[config.mk]
export PLATFORM = sky130hd
export DESIGN_NAME = sym_serializer_flat
export DESIGN_NICKNAME = d
export VERILOG_FILES = /design/src/rtl/sym_ser_pkg.sv /design/src/rtl/sym_ser_if.sv /design/src/rtl/sym_ser_fifo2.sv /design/src/rtl/sym_serializer.sv /design/src/flat_wrapper.sv
export SDC_FILE = /design/constraint.sdc
export NUM_CORES = 1
export LEC_CHECK = 0
export CORE_ASPECT_RATIO = 2
export CORE_MARGIN = 1
export CORE_UTILIZATION = 55
export DETAILED_ROUTE_END_ITERATION = 16
export PLACE_DENSITY_LB_ADDON = 0.05
export SLEW_MARGIN = 10
export SYNTH_ARGS = -nofsm -noshare
export SYNTH_HDL_FRONTEND = slang
export SYNTH_HIERARCHICAL = 1
export SYNTH_SLANG_ARGS = --single-unit
[constraint.sdc]
create_clock -name clk -period 6.8 [get_ports clk]
set_clock_uncertainty 0.1 [all_clocks]
set_input_delay 1.02 -clock clk [delete_from_list [all_inputs] [get_ports clk]]
set_output_delay 1.02 -clock clk [all_outputs]
set_load 0.01 [all_outputs]
[src/rtl/sym_ser_pkg.sv]
// rtl/sym_ser_pkg.sv - shared constants, defaults and state type for the symbol serializer
package sym_ser_pkg;

  localparam int SYM_W_DEF = 10;
  localparam int LANES_DEF = 1;

  localparam logic [9:0] K28_5_RDN = 10'b0011111010;
  localparam logic [9:0] K28_5_RDP = 10'b1100000101;

  typedef enum logic {
    ST_IDLE = 1'b0,
    ST_DATA = 1'b1
  } ser_state_t;

endpackage

[src/rtl/sym_ser_if.sv]
// rtl/sym_ser_if.sv - valid/ready symbol input bundle feeding the serializer
interface sym_ser_if
  import sym_ser_pkg::*;
#(
  parameter int SYM_W = SYM_W_DEF
);

  logic             s_valid;
  logic             s_ready;
  logic [SYM_W-1:0] s_data;

  modport master (output s_valid, output s_data, input s_ready);
  modport slave  (input s_valid, input s_data, output s_ready);

endinterface

[src/rtl/sym_ser_fifo2.sv]
// rtl/sym_ser_fifo2.sv - 2-entry symbol queue with registered ready and empty-queue bypass
module sym_ser_fifo2
  import sym_ser_pkg::*;
#(
  parameter int W = SYM_W_DEF
) (
  input  logic         clk,
  input  logic         rst,
  input  logic         push_valid,
  output logic         push_ready,
  input  logic [W-1:0] push_data,
  input  logic         pop,
  output logic [W-1:0] head_data,
  output logic [1:0]   count
);

  logic [W-1:0] mem [2];
  logic         wr_ptr;
  logic         rd_ptr;
  logic         push;
  logic         mem_push;
  logic         mem_pop;
  logic [1:0]   count_nxt;

  // A pop while empty consumes the symbol being pushed in the same cycle,
  // so that symbol never lands in storage.
  always_comb begin
    push      = push_valid && push_ready;
    mem_pop   = pop && (count != 2'd0);
    mem_push  = push && !(pop && (count == 2'd0));
    count_nxt = count + {1'b0, mem_push} - {1'b0, mem_pop};
    head_data = (count == 2'd0) ? push_data : mem[rd_ptr];
  end

  always_ff @(posedge clk or posedge rst) begin
    if (rst) begin
      count      <= 2'd0;
      wr_ptr     <= 1'b0;
      rd_ptr     <= 1'b0;
      push_ready <= 1'b1;
    end else begin
      count      <= count_nxt;
      push_ready <= (count_nxt != 2'd2);
      if (mem_push) wr_ptr <= ~wr_ptr;
      if (mem_pop)  rd_ptr <= ~rd_ptr;
    end
  end

  always_ff @(posedge clk) begin
    if (mem_push) mem[wr_ptr] <= push_data;
  end

endmodule

[src/rtl/sym_serializer.sv]
// rtl/sym_serializer.sv - parallel-to-serial symbol transmitter with idle insertion
// Optional error injection on queued symbols is enabled by SYM_SER_ERR_INJ_EN.
module sym_serializer
  import sym_ser_pkg::*;
#(
  parameter int               SYM_W     = SYM_W_DEF,
  parameter int               LANES     = LANES_DEF,
  parameter logic [SYM_W-1:0] IDLE_SYM  = SYM_W'(K28_5_RDN),
  parameter bit               MSB_FIRST = 1'b0,
  parameter int               CNT_W     = 16
) (
  input  logic             clk,
  input  logic             rst,
  sym_ser_if.slave         s_if,
`ifdef SYM_SER_ERR_INJ_EN
  input  logic             err_inj,
`endif
  output logic [LANES-1:0] sdata,
  output logic             sym_start,
  output logic             idle_out,
  output logic [CNT_W-1:0] idle_cnt
);

  localparam int                P         = SYM_W / LANES;
  localparam int                BEAT_W    = (P > 1) ? $clog2(P) : 1;
  localparam logic [BEAT_W-1:0] LAST_BEAT = BEAT_W'(P - 1);

  generate
    if (SYM_W % LANES != 0) begin : g_cfg_check
      $error("sym_serializer: SYM_W must be a multiple of LANES");
    end
  endgenerate

  logic [SYM_W-1:0]  sreg;
  logic [SYM_W-1:0]  head_data;
  logic [SYM_W-1:0]  load_sym;
  logic [BEAT_W-1:0] beat;
  logic [1:0]        q_count;
  logic              push;
  logic              head_avail;
  logic              boundary;
  logic              pop;
  ser_state_t        state;

  assign push       = s_if.s_valid && s_if.s_ready;
  assign head_avail = (q_count != 2'd0) || push;
  assign boundary   = (beat == LAST_BEAT);
  assign pop        = boundary && head_avail;

  sym_ser_fifo2 #(.W(SYM_W)) u_fifo (
    .clk        (clk),
    .rst        (rst),
    .push_valid (s_if.s_valid),
    .push_ready (s_if.s_ready),
    .push_data  (s_if.s_data),
    .pop        (pop),
    .head_data  (head_data),
    .count      (q_count)
  );

`ifdef SYM_SER_ERR_INJ_EN
  assign load_sym = head_data ^ {{(SYM_W-1){1'b0}}, err_inj};
`else
  assign load_sym = head_data;
`endif

  // State only changes on the last beat, so a symbol always goes out whole.
  always_ff @(posedge clk or posedge rst) begin
    if (rst) begin
      sreg     <= IDLE_SYM;
      beat     <= '0;
      state    <= ST_IDLE;
      idle_cnt <= '0;
    end else if (boundary) begin
      beat <= '0;
      if (head_avail) begin
        sreg  <= load_sym;
        state <= ST_DATA;
      end else begin
        sreg  <= IDLE_SYM;
        state <= ST_IDLE;
        if (idle_cnt != {CNT_W{1'b1}}) idle_cnt <= idle_cnt + 1'b1;
      end
    end else begin
      beat <= beat + 1'b1;
      sreg <= MSB_FIRST ? (sreg << LANES) : (sreg >> LANES);
    end
  end

  generate
    if (MSB_FIRST) begin : g_msb
      assign sdata = sreg[SYM_W-1 -: LANES];
    end else begin : g_lsb
      assign sdata = sreg[LANES-1:0];
    end
  endgenerate

  assign sym_start = (beat == '0);
  assign idle_out  = (state == ST_IDLE);

endmodule

[src/flat_wrapper.sv]
// flat-port wrapper written by rule: the top's interface ports become plain ports
module sym_serializer_flat import sym_ser_pkg::*;
#(
  parameter int               SYM_W     = SYM_W_DEF,
  parameter int               LANES     = LANES_DEF,
  parameter logic [SYM_W-1:0] IDLE_SYM  = SYM_W'(K28_5_RDN),
  parameter bit               MSB_FIRST = 1'b0,
  parameter int               CNT_W     = 16
)
  (clk, rst, sdata, sym_start, idle_out, idle_cnt, s_if_s_valid, s_if_s_data, s_if_s_ready);
  sym_ser_if #(.SYM_W(SYM_W)) s_if_i ();
  input  logic clk;
  input  logic rst;
  output logic [LANES-1:0] sdata;
  output logic sym_start;
  output logic idle_out;
  output logic [CNT_W-1:0] idle_cnt;
  input wire logic [$bits(s_if_i.s_valid)-1:0] s_if_s_valid;
  input wire logic [$bits(s_if_i.s_data)-1:0] s_if_s_data;
  output wire logic [$bits(s_if_i.s_ready)-1:0] s_if_s_ready;
  assign s_if_i.s_valid = s_if_s_valid;
  assign s_if_i.s_data = s_if_s_data;
  assign s_if_s_ready = s_if_i.s_ready;
  sym_serializer #(.SYM_W(SYM_W), .LANES(LANES), .IDLE_SYM(IDLE_SYM), .MSB_FIRST(MSB_FIRST), .CNT_W(CNT_W)) u_core (.clk(clk), .rst(rst), .s_if(s_if_i), .sdata(sdata), .sym_start(sym_start), .idle_out(idle_out), .idle_cnt(idle_cnt));
endmodule
# After elaboration in Yosys (flattened, before gate mapping)

Memory sizes are Yosys's and may differ from the RTL's.
Cells that the tools add are included.

Register bits after elaboration: 36
Memory bits (writable): 20
Input bits: 13
Output and inout port bits: 20
Word-level logic and storage cells: 38
Memories: 1

Add/sub/neg operators: 4
Equality and inequality tests: 3
Muxes and demuxes: 7
Bitwise operators: 4
Reduce and logical (&&, ||, !) cells: 11

Memory list:

| memory            | depth | bits a word | rd ports | clocked after memory_dff | write ports | RTL line            | source |
|---|---|---|---|---|---|---|---|
| u_core.u_fifo.mem | 2     | 10          | 1        | 0                        | 1           | sym_ser_fifo2.sv:17 | `logic [W-1:0] mem [2];` |

Operators with widths:

| cell                                           | number |
|---|---|
| 2-to-1 mux 10 bit                              | 3 |
| adder 16 x 1 -> 16 bit (second input constant) | 1 |
| != test 16 bit (second input constant)         | 1 |
| logical AND 1 bit                              | 5 |
| adder 4 x 1 -> 4 bit (second input constant)   | 1 |
| == test 4 bit (second input constant)          | 1 |
| zero test 4 bit                                | 1 |
| 2-to-1 mux 4 bit                               | 1 |
| inverter 1 bit                                 | 4 |
| 2-to-1 mux 1 bit                               | 3 |
| AND reduction 3 bit                            | 1 |
| adder 2 x 1 -> 2 bit                           | 1 |
| zero test 2 bit                                | 1 |
| != test 2 bit (second input constant)          | 1 |
| nonzero test 2 bit                             | 1 |
| subtractor 2 x 1 -> 2 bit                      | 1 |
| zero test 1 bit                                | 1 |
| logical OR 1 bit                               | 1 |

# Depth between registers and ports, before layout

Depth after elaboration: 9
Depth in mapped cells: 10
Depth with buffers taken out: 9

# Modules after synthesis

The synthesis kept the hierarchy.

By module, submodules not included:

| module         | times used | cells each | area an instance (um^2) | sequential area each (um^2) |
|---|---|---|---|---|
| sym_serializer | 1          | 122        | 1,451.4                 | 783.3 |
| sym_ser_fifo2  | 1          | 81         | 1,088.5                 | 726.9 |

# Least setup slack after synthesis

No wires, ideal clock.

Kind: input port to flip-flop
Start point: input port s_if_s_valid
End point: memory u_core/u_fifo/mem[0][0] in the netlist's numbering (enable)
Setup time: 0.377 ns
Arrival: 2.547 ns
Data required time: 6.323 ns
Path slack: 3.775 ns
Cell stages on the path: 5
Path buffers: 0
Cells stage by stage: a211oi_4 > nand2b_1 > inv_1 > a21oi_1 > nor2b_1

Word-level cells in the longest chain between the ends: 8

Ends and longest elaborated chain:

| item                                   | RTL line             | source |
|---|---|---|
| from (decl)                            | flat_wrapper.sv:18   | `input wire logic [$bits(s_if_i.s_valid)-1:0] s_if_s_valid;` |
| logical AND 1 bit                      | sym_serializer.sv:45 | `assign push = s_if.s_valid && s_if.s_ready;` |
| logical OR 1 bit                       | sym_serializer.sv:46 | `assign head_avail = (q_count != 2'd0) \|\| push;` |
| logical AND 1 bit                      | sym_serializer.sv:48 | `assign pop = boundary && head_avail;` |
| named net u_core.pop                   | sym_serializer.sv:42 | `logic pop;` |
| logical AND 1 bit                      | sym_ser_fifo2.sv:30  | `mem_push = push && !(pop && (count == 2'd0));` |
| zero test 1 bit                        | sym_ser_fifo2.sv:30  |  |
| logical AND 1 bit                      | sym_ser_fifo2.sv:30  |  |
| 2-to-1 mux 1 bit                       | sym_ser_fifo2.sv:50  | `if (mem_push) mem[wr_ptr] <= push_data;` |
| 2-to-1 mux 1 bit (not written as such) | sym_ser_fifo2.sv:50  |  |
| to (decl)                              | sym_ser_fifo2.sv:17  |  |

The timed path passes the listed nets, and every way through them passes these cells.

# Worst setup path in the final report

Same ends and word-level chain as after synthesis.

==> results summary <==
The number of nets in the final layout came out at roughly 250. The kind of cell adding the most delay to the critical path is simple AND/OR/NAND/NOR gates. The pin count of the biggest net entering global routing came out at 32. The flow ran to the end, and the final reports show no timing, DRC or antenna violations. The share of the clock period used by the worst path after layout is a little over half. In the routed layout, each cell is associated on average with a via count of around 5.7. The number of rows in the core area came out at 34.

The worst path arrival time is ~3.5 ns. Gates resized during post-CTS repair numbered 0. The count of synthesis-stage warnings from yosys came out at 6. The count of buffers added on input and output ports is 32.

The switching share of power came out at 31.6%. Relative to the synthesized area, the layout overhead comes to 18.3%. The number of H-tree branching levels is 2. The analysis attributes to cell leakage a power of 0.00128 uW. The tool flagged a number of max-cap violations equal to 0. The launching element type of the critical path is an input port. The total number of vias is 1675. The overall global routing resource usage is between 20% and 30%. In this run the worst hold path is classified as reg -> reg. The routed length on met2 is 2930 um. Once layout is complete, the utilization of the core stands at 68.6%. Sequential elements use around three fifths of the synthesized area. The worst setup path is captured at a register.

Measured along the x axis, the die boundary spans ~50 um. The synthesized netlist contains 45 unique library cells. The detailed-routed wire length on met3 is 104 um. Data on the critical path is required at its endpoint by 6.63 ns.

The count of clock tree sinks is 56. By area the synthesized netlist is led by sky130_fd_sc_hd__dfrtp_1 29%, sky130_fd_sc_hd__edfxtp_1 24%, sky130_fd_sc_hd__dfstp_2 7.2%. Clock tree synthesis inserted a total of 5 buffers. TritonCTS built the clock tree. The setup TNS is 0 ns. The effective utilization at floorplan came out at slightly below 60%. The cell area after synthesis came out at 0.00254 mm^2. The most used flip-flop cell after synthesis is sky130_fd_sc_hd__dfrtp_1. Setup repair after global routing left no endpoint under its margin. The critical path goes through clkdlybuf4s50_1 -> a211oi_4 -> nand2b_1 -> inv_1 -> a21oi_1 -> nor2b_1. The final count of negative-setup-slack endpoints is 0. In this run the top signal layer used is met4. After detailed routing, the wire length on met1 is about 1700 um. The post-route netlist has approximately a tenth of its cells at a drive strength greater than 1. The worst stage delay on the critical path came out at 0.72 ns. The DRC violation total after the first TritonRoute iteration is 44. The post-CTS setup-driven buffer insertion count came out at 0. The share of total power in sequential cells came out at 48.7%.

The area of the core is 0.00438 mm^2. 0 antenna diodes ended up in the layout. The routed wire length is 4910 um. The first global-routing pass estimated 8110 um of wire.

Detailed placement ended at an HPWL of 3770 um. Of all nets on the critical path, the largest fanout is 10. The worst voltage drop across the vdd grid came out at around 0.00028 V. Each instance of the synthesized netlist takes up on average 12.5 um^2. The relative slew slack is 24.7%. The final count of hold timing violations came out at 0. The top achievable clock speed is approximately 270 MHz. The full die area is 0.00491 mm^2. In this run the clock root is driven by a sky130_fd_sc_hd__clkbuf_8. In this run the biggest area consumer among cell types represents 28.6% of the synthesized area. The fraction of registers with async set/reset is 64.3%. The number of iterations in the first detailed-routing pass is 4. The proportion of power drawn by combinational gates came out at between 30% and 40%. The number of buffers and inverters on the critical path is 2. The initial antenna violation count came to 0. The highest-delay cell along the critical path is sky130_fd_sc_hd__nor2b_1.

The clock slew seen by the registers of the worst setup and hold paths came out at 0.09 ns. The die is 98.1 um tall. The internal portion of the total power is 653 uW. In this run, synthesis produced a sequential element count of 56. The number of global-route vias before repair was 1792.

The number of design rule violations left after detail routing came out at 0. The analysis attributes to net switching a power of 302 uW. The number of flops mapped to enable cells by yosys came out at 20. The areal power density over the cells came out at 318 mW/mm^2. Pin placement for this block handled 33 I/O pins.

The worst setup path is of the in -> reg kind. The sum of overflow across all layers after global routing came out at 0. The time the worst path needs with I/O delays and setup came out at 3.67 ns. The wire length per cell after detailed routing came out at 16.8 um. The synthesized instance count came out at between 200 and 250. Summed over all instances, the cell type with the most area after synthesis is sky130_fd_sc_hd__dfrtp_1. The clock share of power came out at 19.9%. The final count of pins violating max slew is 0. The antenna violation net count after detailed routing came out at 0. For this design, the CTS-stage hold fixing added 0 buffers.

The measured slew at the worst slew-check pin is ~1.1 ns. The final RePlAce weighted congestion is roughly 0.89. The number of buffers between clock root and the deepest sink is 2.

The clock insertion delay at the later pin of the skew report came out at 0.30 ns. The synthesized net count is 218.
[layer usage]
metal  up-vias  track usage, %
met2        37            41.5
met3        14            3.27
met5         -               0
li1        802               -
met1       822            21.7
met4         0            12.7
[worst paths after layout]
| path | endpoint | depth (start not counted) | startpoint | slack, ns |
|---|---|---|---|---|
| worst min register to register | u_core/sreg[1] | 1 | u_core/sreg[2] | 0.39 |
| worst max-delay path | u_core/u_fifo/mem[0][0] | 6 | s_if_s_valid | 3.13 |
| max in group asynchronous | u_core/sreg[3] | 3 | rst | 5.26 |
| worst max register to register | u_core/u_fifo/mem[0][0] | 5 | u_core/u_fifo/count[1] | 3.90 |
| min in group asynchronous | u_core/u_fifo/rd_ptr | 2 | rst | 0.84 |
| worst min-delay path | u_core/sreg[1] | 1 | u_core/sreg[2] | 0.39 |
[cells in the mapped netlist, types with 2 or more instances]
master and count:
sky130_fd_sc_hd__dfrtp_1 29, sky130_fd_sc_hd__edfxtp_1 20, sky130_fd_sc_hd__nand2_1 20, sky130_fd_sc_hd__mux2i_1 12, sky130_fd_sc_hd__o21ai_0 12, sky130_fd_sc_hd__xor2_1 12, sky130_fd_sc_hd__a21oi_1 8, sky130_fd_sc_hd__inv_1 8
sky130_fd_sc_hd__dfstp_2 7, sky130_fd_sc_hd__nand3_1 6, sky130_fd_sc_hd__o22a_1 6, sky130_fd_sc_hd__xnor2_1 5, sky130_fd_sc_hd__a22o_1 4, sky130_fd_sc_hd__nor3_1 4, sky130_fd_sc_hd__a211oi_1 3, sky130_fd_sc_hd__and2_1 3
sky130_fd_sc_hd__buf_2 3, sky130_fd_sc_hd__mux2_2 3, sky130_fd_sc_hd__nand2b_1 3, sky130_fd_sc_hd__nand4_1 3, sky130_fd_sc_hd__nor2_1 3, sky130_fd_sc_hd__and4_1 2, sky130_fd_sc_hd__ha_1 2, sky130_fd_sc_hd__nor2b_1 2
sky130_fd_sc_hd__nor4b_1 2, sky130_fd_sc_hd__o41ai_1 2
[area by class of cell]
class / instances / area, um^2
flip-flops and latches: 56 / 1510
fillers: 318 / 1380
multi-input cells: 133 / 968
repair buffers: 33 / 328
clock buffers: 8 / 100
well taps: 54 / 67.6
inverters: 8 / 30.0
[per-stage QoR]
stage / area [um^2] / power (uW) / std cells / hold slack, ns / setup slack (ns)
4_1_cts: 3000 / 965 / 292 / 0.392 / 3.12
6_report: 3000 / 955 / 292 / 0.387 / 3.13
3_5_place_dp: 2900 / 773 / 284 / 0.379 / 2.80
3_3_place_gp: 2900 / 747 / 284 / 0.371 / 2.89
2_1_floorplan: 2540 / 680 / 203 / 0.349 / 3.78
5_1_grt: 3000 / 1010 / 292 / 0.421 / 2.90
[placed cells by master (no fill, tap or decap), types with 5 or more instances in the layout]
master                            netlist  routed
sky130_fd_sc_hd__clkdlybuf4s50_1        0      32
sky130_fd_sc_hd__o22a_1                 6       6
sky130_fd_sc_hd__xor2_1                12      12
sky130_fd_sc_hd__a21oi_1                8       8
sky130_fd_sc_hd__nand2_1               20      20
sky130_fd_sc_hd__nand3_1                6       6
sky130_fd_sc_hd__inv_1                  8       8
sky130_fd_sc_hd__dfstp_2                7       7
sky130_fd_sc_hd__clkbuf_8               0       7
sky130_fd_sc_hd__xnor2_1                5       5
sky130_fd_sc_hd__dfrtp_1               29      29
sky130_fd_sc_hd__o21ai_0               12      12
sky130_fd_sc_hd__mux2i_1               12      12
sky130_fd_sc_hd__edfxtp_1              20      20
[sequential cells by signal, summed over array words and instances, names as in the netlist]
name	count
u_core/beat	4
u_core/idle_cnt	16
u_core/sreg	10
u_core/state	1
u_core/u_fifo/count	2
u_core/u_fifo/mem	20
u_core/u_fifo/push_ready	1
u_core/u_fifo/rd_ptr	1
u_core/u_fifo/wr_ptr	1
[power groups by stage]
stage / logic (uW) / clock network [uW] / registers [uW]
floorplan: 225 / 0 / 455
finish: 300 / 190 / 465
global route: 326 / 207 / 473
global placement: 280 / 0 / 467
CTS: 301 / 198 / 466
detailed placement: 301 / 0 / 472
[logic make-up after synthesis]
| family | count (synthesis) | share of synthesized area, % |
|---|---|---|
| muxes | 15 | 6.06 |
| AOI/OAI and AO/OA | 39 | 10.8 |
| xor gates and xnor gates | 17 | 5.86 |
| buffers and inverters | 14 | 2.41 |
| adders and majority gates | 2 | 0.985 |
| DFF | 56 | 59.5 |
| and+or+nand+nor | 60 | 14.4 |
Note: power is estimated with default switching activity, not from simulation.
